<file path="src/rtl/sfq_and_driver.sv">
// sfq_and_driver
//   Digital-side stimulus/response driver for a toggle-encoded SFQ clocked
//   AND gate. It accepts one (a, b) operand pair per handshake. It emits
//   toggle-encoded pulses on the gate's a, b and clock lines, separated by
//   programmable cycle counts. It then counts gate-output toggles inside a
//   response window and reports the decoded result against the expected AND.
//
// Parameters
//   AB_SEP_CYC  cycles from the sfq_a slot to the sfq_b slot   (1..255)
//   SETUP_CYC   cycles from the sfq_b slot to the sfq_clk toggle (1..255)
//   RESP_CYC    response-window length after sfq_clk            (1..255)
//
// Ports
//   clk, rst            sampling clock; synchronous active-high reset
//   in_valid/in_ready   operand handshake (accept on both high at posedge)
//   in_a, in_b          operands
//   sfq_a/sfq_b/sfq_clk toggle-encoded pulse lines to the gate
//   sfq_out             toggle-encoded gate output (asynchronous to clk)
//   res_valid           one-cycle result strobe
//   res_out/res_exp     decoded gate result / expected in_a & in_b
//   res_err             mismatch, multiple toggles, or a spurious toggle
//   err_sticky          set by any res_err, cleared only by rst
module sfq_and_driver #(
  parameter int unsigned AB_SEP_CYC = 5,
  parameter int unsigned SETUP_CYC  = 8,
  parameter int unsigned RESP_CYC   = 12
) (
  input  logic clk,
  input  logic rst,
  input  logic in_valid,
  output logic in_ready,
  input  logic in_a,
  input  logic in_b,
  output logic sfq_a,
  output logic sfq_b,
  output logic sfq_clk,
  input  logic sfq_out,
  output logic res_valid,
  output logic res_out,
  output logic res_exp,
  output logic res_err,
  output logic err_sticky
);

  localparam logic [7:0] AB_LOAD    = 8'(AB_SEP_CYC);
  localparam logic [7:0] SETUP_LOAD = 8'(SETUP_CYC);
  localparam logic [7:0] RESP_LOAD  = 8'(RESP_CYC);

  typedef enum logic [2:0] {
    IDLE, PULSE_A, GAP_B, GAP_CLK, WINDOW, REPORT
  } state_t;

  state_t     state, state_nx;
  logic [7:0] cnt, cnt_nx;
  logic       a_q, b_q;
  logic       out_q;
  logic [1:0] tog_cnt, tog_cnt_nx;
  logic       spur, spur_nx;

  logic       accept, expired, toggle;
  logic       fire_a, fire_b, fire_clk, finish;
  logic       out_nx, exp_nx, err_nx;

  assign in_ready = (state == IDLE) && !rst;
  assign accept   = in_valid && in_ready;
  assign expired  = (cnt == 8'd1);
  assign toggle   = (sfq_out != out_q);

  // NOTE: every signal gets a default before the case so that no path leaves
  // it unassigned; an unassigned path would infer a latch.
  always_comb begin
    state_nx = state;
    cnt_nx   = cnt;
    fire_a   = 1'b0;
    fire_b   = 1'b0;
    fire_clk = 1'b0;
    finish   = 1'b0;
    case (state)
      IDLE: if (accept) state_nx = PULSE_A;
      PULSE_A: begin
        fire_a   = a_q;
        cnt_nx   = AB_LOAD;
        state_nx = GAP_B;
      end
      GAP_B: begin
        if (expired) begin
          fire_b   = b_q;
          cnt_nx   = SETUP_LOAD;
          state_nx = GAP_CLK;
        end else begin
          cnt_nx = cnt - 8'd1;
        end
      end
      GAP_CLK: begin
        if (expired) begin
          fire_clk = 1'b1;
          cnt_nx   = RESP_LOAD;
          state_nx = WINDOW;
        end else begin
          cnt_nx = cnt - 8'd1;
        end
      end
      WINDOW: begin
        if (expired) begin
          finish   = 1'b1;
          state_nx = REPORT;
        end else begin
          cnt_nx = cnt - 8'd1;
        end
      end
      REPORT:  state_nx = IDLE;
      default: state_nx = IDLE;
    endcase
  end

  // Window toggles saturate at 2: "more than one" is all the report needs.
  // A toggle seen during REPORT belongs to the next report, so it re-arms
  // the spurious flag in the same cycle the old one is cleared.
  always_comb begin
    tog_cnt_nx = tog_cnt;
    if (state == WINDOW) begin
      if (toggle && (tog_cnt != 2'd2)) tog_cnt_nx = tog_cnt + 2'd1;
    end else if (state == REPORT) begin
      tog_cnt_nx = 2'd0;
    end
    spur_nx = ((state == REPORT) ? 1'b0 : spur) | (toggle && (state != WINDOW));
    out_nx  = (tog_cnt_nx == 2'd1);
    exp_nx  = a_q & b_q;
    err_nx  = (out_nx != exp_nx) || (tog_cnt_nx == 2'd2) || spur;
  end

  // NOTE: out_q is deliberately outside the reset branch: it always tracks
  // sfq_out, so the reset edge loads the live level and raises no toggle.
  always_ff @(posedge clk) out_q <= sfq_out;

  // NOTE: state registers use non-blocking assignments so every register
  // samples pre-edge values, independent of statement order.
  always_ff @(posedge clk) begin
    if (rst) begin
      state      <= IDLE;
      cnt        <= 8'd0;
      a_q        <= 1'b0;
      b_q        <= 1'b0;
      sfq_a      <= 1'b0;
      sfq_b      <= 1'b0;
      sfq_clk    <= 1'b0;
      tog_cnt    <= 2'd0;
      spur       <= 1'b0;
      res_valid  <= 1'b0;
      res_out    <= 1'b0;
      res_exp    <= 1'b0;
      res_err    <= 1'b0;
      err_sticky <= 1'b0;
    end else begin
      state     <= state_nx;
      cnt       <= cnt_nx;
      sfq_a     <= sfq_a ^ fire_a;
      sfq_b     <= sfq_b ^ fire_b;
      sfq_clk   <= sfq_clk ^ fire_clk;
      tog_cnt   <= tog_cnt_nx;
      spur      <= spur_nx;
      res_valid <= finish;
      if (accept) begin
        a_q <= in_a;
        b_q <= in_b;
      end
      if (finish) begin
        res_out    <= out_nx;
        res_exp    <= exp_nx;
        res_err    <= err_nx;
        err_sticky <= err_sticky | err_nx;
      end
    end
  end

endmodule

</file>
<file path="config.mk">
export PLATFORM = sky130hd
export DESIGN_NAME = sfq_and_driver
export DESIGN_NICKNAME = d
export VERILOG_FILES = /design/src/rtl/sfq_and_driver.sv
export SDC_FILE = /design/constraint.sdc
export NUM_CORES = 1
export LEC_CHECK = 0
export ABC_AREA = 1
export BUFFER_PORTS_ARGS = -buffer_cell sky130_fd_sc_hd__buf_2
export CAP_MARGIN = 40
export CORE_MARGIN = 5
export CORE_UTILIZATION = 61
export DETAILED_ROUTE_END_ITERATION = 12
export PLACE_DENSITY = 0.81
export SLEW_MARGIN = 20
export SYNTH_ARGS = -nofsm -noshare
export SYNTH_HDL_FRONTEND = slang
export SYNTH_SLANG_ARGS = --single-unit
</file>
<file path="constraint.sdc">
create_clock -name clk -period 3.6 [get_ports clk]
set_input_delay 0.36 -clock clk [delete_from_list [all_inputs] [get_ports clk]]
set_output_delay 0.36 -clock clk [all_outputs]
set_load 0.01 [all_outputs]
</file>
## Word level (Yosys, flattened, before mapping)

Cells that the tools add are included.

| operators by class | value |
|---|---|
| add/subtract/negate cells | 2 |
| multipliers | 0 |
| div/mod/pow operators | 0 |
| $lt $le $gt $ge | 0 |
| equal/unequal tests | 17 |
| shift-type cells | 0 |
| multiplexer cells | 19 |
| bitwise logic cells | 6 |
| reduce and logical (&&, ||, !) cells | 11 |

Operators with widths:

| cell | number |
|---|---|
| 8-bit one-hot mux with 4 select lines | 1 |
| 8-bit two-way mux | 3 |
| 3-bit one-hot mux with 5 select lines | 1 |
| 3-bit two-way mux | 4 |
| 2-bit != test, second input constant | 6 |
| 8-bit by 1-bit equality test with 1-bit output, second input constant | 1 |
| 8-bit by 1-bit subtractor with 8-bit output, second input constant | 1 |
| 1-bit two-way mux | 7 |
| 3-bit by 2-bit equality test with 1-bit output, second input constant | 2 |
| 3-bit equality test, second input constant | 2 |
| 2-bit two-way mux | 3 |
| 1-bit logical AND | 4 |
| 4-bit AND reduction | 1 |
| 4-bit nonzero test | 1 |
| 3-bit by 1-bit equality test with 1-bit output, second input constant | 1 |
| 3-bit logical NOT | 1 |
| 3-bit != test, second input constant | 1 |
| 1-bit bitwise XOR | 3 |
| 2-bit by 1-bit adder with 2-bit output, second input constant | 1 |
| 2-bit by 1-bit equality test with 1-bit output, second input constant | 1 |
| 2-bit equality test, second input constant | 1 |
| 1-bit logical OR | 2 |
| 1-bit != test | 2 |
| 1-bit OR | 2 |
| 3 further kinds | 3 |

| storage, ports and cells | value |
|---|---|
| register bits after elaboration | 25 |
| latch bits | 0 |
| bits in writable memories | 0 |
| memory bits (read-only) | 0 |
| input bits | 6 |
| output and inout bits | 9 |
| word-level logic and storage cells | 70 |
| memories | 0 |

## Longest topological paths before layout

| depth | value |
|---|---|
| word-level depth | 9 |
| gate-level depth with buffers | 12 |
| depth with buffers taken out | 12 |

## Least setup slack after synthesis

Ideal clock, no wire load.

| timing | value |
|---|---|
| kind | flip-flop to flip-flop |
| start | reg cnt[1] |
| end | reg cnt[5] |
| library setup time | 0.066 ns |
| arrival time | 1.398 ns |
| required time | 3.534 ns |
| slack | 2.136 ns |
| cell stages (with the launch flop) | 11 |
| buffers on the path | 1 |
| clock period less this slack | 1.464 ns |
| path through | dfxtp_1 -> inv_1 -> ha_1 -> nor3b_1 -> nand2_1 -> nand2_2 -> nand2_2 -> buf_6 -> nand3_2 -> or2_0 -> a21oi_2 |

| on the way | value |
|---|---|
| word-level cells in the longest chain between the ends | 3 |
| elaborated cells between the ends (all ways) | 8 |
| those cells by class | 1 x add/sub; 2 x eq/ne; 4 x mux; 1 x reduce/logical |

Ends and longest elaborated chain:

| item | RTL line | RTL |
|---|---|---|
| start: declaration | 54 | `logic [7:0] cnt, cnt_nx;` |
| start signal: assignment | 156 | `cnt <= cnt_nx;` |
| 8-bit by 1-bit subtractor with 8-bit output / 8-bit by 1-bit equality test with 1-bit output (equally long branches) | - |  |
| 8-bit two-way mux (tied with other cells) | 104 | `if (expired) begin` |
| 8-bit one-hot mux with 4 select lines / 2-bit AND reduction (equally long branches) | - |  |

Parallel ways exist; a longest one is shown, timed or not. The select of a mux whose other input is x is not followed.
A chain may end at the register's enable or synchronous reset.

## Worst setup path after layout

| timing | value |
|---|---|
| start | reg cnt[1] |
| end | reg cnt[4] |

Same word-level chain as after synthesis.

==> summary.md <==
| Metric | Value |
|---|---|
| Outcome | finished clean |
| Critical Path Start Type | flip-flop |
| Pre-antenna DRT Iters | 4 |
| Seq pwr share | 0.392 |
| #FFs+latches synth | 25 |
| Worst hold path type | input pin to flip-flop |
| Final period util | 0.491 |
| Yosys warnings | 0 |
| DRT Wirelength | around 2700 microns |
| Post-Syn Nets | 187 |
| Final net count | 203 |
| Sw Pwr | approximately 440 uW |
| Cells after Synth | ~180 |
| R2R depth | 10 |
| Post-CTS setup buffer count | 0 |
| FP Rows | 16 |
| Clock Tree Root | clkbuf_4 |
| CTS buffer count | 3 |
| Worst-Margin Slew | just under 0.4 ns |
| Setup ws final | about 1.8 ns |
| Worst IR drop on VDD | 0.406 mV |
| Die Ht | about 56 microns |
| Global-route wire length before repair | between 4000 and 5000 microns |
| PortBufs | 14 |
| Sw Share | 0.450 |
| Layout fillers | between 150 and 200 |
| Final Hold Vio Count | 0 |
| Max-slew violation count | 0 |
| Die X-Extent | between 50 and 60 microns |
| CP arrival | between 1.5 and 2 ns |
| Final Skew | between 0.004 and 0.005 ns |
| Mapped Area | 1300 sq um |
| Hpwl dp | 2170 microns |
| Internal Power | approximately 540 uW |
| CTS Hold Bufs | 0 |
| Slew HR | 0.737 |
| CP Cell Sequence | inv_1 > ha_1 > nor3b_1 > nand2_1 > nand2_2 > nand2_2 > inv_1 > o21ai_2 > a21oi_1 > o21a_1 |
| Proportion of power drawn by combinational gates | 0.483 |
| Initial Utilization | 0.648 |
| Post-synthesis sequential area ratio | 0.386 |
| Most frequent cells after synthesis | nand2_1 (37), dfxtp_1 (25), inv_1 (23), a21oi_1 (18) |
| Primary FF master, synth | dfxtp_1 |
| CTS tree | yes |
| Post-route minimum period | between 1.5 and 2 ns |
| RSZ-0062 raised after global routing | no |
| EDFF count, synth | 0 |
| Layout cells sized above 1 | 0.181 |
| Critical path capture point type | flip-flop |
| # DRC | 0 |
| H-Tree Depth | 1 |
| Dominant cells by area after synthesis | dfxtp_1 (39%), nand2_1 (11%), a21oi_1 (6.9%) |
| R2R Setup Slk | between 1.5 and 2 ns |
| CTS max path bufs | 2 |
| Non-Filler Instances | between 200 and 250 |
| Avg Cell Area, Syn | roughly 7.3 sq um |
| Total die area | ~3100 sq um |
| Total grt overflow | 0 |
| Placed cells | 216 |
| Leakage | approximately 0.66 nW |
| Max-cap violations | 0 |
| P&R area growth vs syn | 8.58% |
| Fmax | roughly 570 MHz |
| Vias in the first global route | roughly 1100 |
| Clock latency on the worst-skew pair | about 0.32 ns |
| Hold depth | 1 |
| Yosys cell types | 34 |
| Antenna violations before repair | 0 |
| WL/cell | approximately 12 microns |
| Most frequent cell after synthesis | nand2_1 |
| Cts repair resizes | 0 |
| Register area | 500 sq um |
| Setup violators final | 0 |
| Ant diodes | 0 |
| Clk sinks | 25 |
| Worst Path Required | about 3.8 ns |
| # IOs | 15 |
| Global placer's final weighted congestion | between 0.8 and 0.9 |
| DRT antenna net count | 0 |
| Clock Power Share | 0.125 |
| Hold Startpoint | sfq_out |
| DRT iter0 DRCs | 26 |
| Core area | about 2000 sq um |
| Top cell type's share of synthesized area | 0.386 |
| PD cells | about 700 nW/um^2 |
| Total global-route track usage | 0.179 |
| Total number of vias | 1170 |
| Area of the multi-input gates | approximately 670 sq um |
| Area leader, netlist | dfxtp_1 |
| Clock transition at path regs | around 0.12 ns |
| Worst slack at placement | ~1.9 ns |
| R2r startpoint | cnt[1] |
| Largest net degree at the start of global routing | 14 |
| TNS Setup | 0 ns |
| CP startpoint | cnt[1] |
| CP max-delay cell | dfxtp_1 |
| Largest stage delay, worst path | 0.35 ns |
| Share of flip-flops with an asynchronous set or reset | 0 |
| Vias per cell | between 5 and 6 |
| Worst-path maximum fanout | 11 |
| Setup CP Type | flip-flop to flip-flop |
==> critical path: cells and delay by family (launching register included) <==
kind / cells / cell delay (ns)
simple gates: 4 / 0.58
compound gates: 3 / 0.36
flops: 1 / 0.35
fa+ha+maj: 1 / 0.19
buf+inv: 2 / 0.18
==> worst paths after layout <==
check | to
setup / recovery | cnt[4]
hold / removal | out_q
setup reg to reg | cnt[4]
hold reg to reg | err_sticky
==> cell type report <==
class                           instances  share of cell area
Clock buffer                            4              0.0187
Timing Repair Buffer                   14              0.0497
Tap cell                               27              0.0240
Multi-Input combinational cell        122               0.478
Inverter                               28              0.0746
Sequential cell                        25               0.355
==> power groups by stage <==
stage | clock network, mW | logic [mW] | registers (mW)
global route | 0.137 | 0.544 | 0.396
detailed placement | 0 | 0.473 | 0.394
floorplan | 0 | 0.398 | 0.382
finish | 0.123 | 0.477 | 0.387
CTS | 0.127 | 0.477 | 0.387
global placement | 0 | 0.456 | 0.390
==> metal layers <==
metal  vias to the layer above  global-route usage  share of wire
li1                        615                   -              -
met1                       507               0.215           0.44
met2                        43               0.319           0.48
met3                         5              0.0278          0.063
met4                         0              0.0644          0.014
met5                         -                   0              0
==> registers in the layout (all words and copies together), names as in the netlist <==
register and cells:
a_q 1, b_q 1, cnt 8, err_sticky 1
out_q 1, res_err 1, res_exp 1, res_out 1
res_valid 1, sfq_a 1, sfq_b 1, sfq_clk 1
spur 1, state 3, tog_cnt 2
==> cell families (layout without fill, tap and decap cells) <==
family	after synthesis	after routing	synth area share
xor+xnor	4	4	0.0270
buf+inv	31	46	0.0955
fa+ha+maj	3	3	0.0289
compound gates	39	39	0.172
simple gates	76	76	0.291
flops	25	25	0.386
==> stage by stage <==
step / power, mW / area, sq um / hold WS [ns] / utilization
finish: 0.987 / 1410 / 0.178 / 0.704
global route: 1.08 / 1410 / 0.184 / 0.704
CTS: 0.991 / 1410 / 0.171 / 0.704
detailed placement: 0.867 / 1380 / 0.445 / 0.691
global placement: 0.846 / 1380 / 0.441 / 0.691
floorplan: 0.780 / 1300 / 0.388 / -
==> layout by cell type (no fill, tap or decap), drive strengths merged, types with 3 or more instances in the layout <==
master | netlist | layout
nor3 | 3 | 3
dfxtp | 25 | 25
o21ai | 13 | 13
nand3 | 12 | 12
a21oi | 19 | 19
nand4 | 5 | 5
nor2 | 11 | 11
buf | 2 | 14
nand2 | 40 | 40
xor2 | 3 | 3
inv | 28 | 28
ha | 3 | 3
clkbuf | 1 | 4
Note: power is estimated with default switching activity, not from simulation.
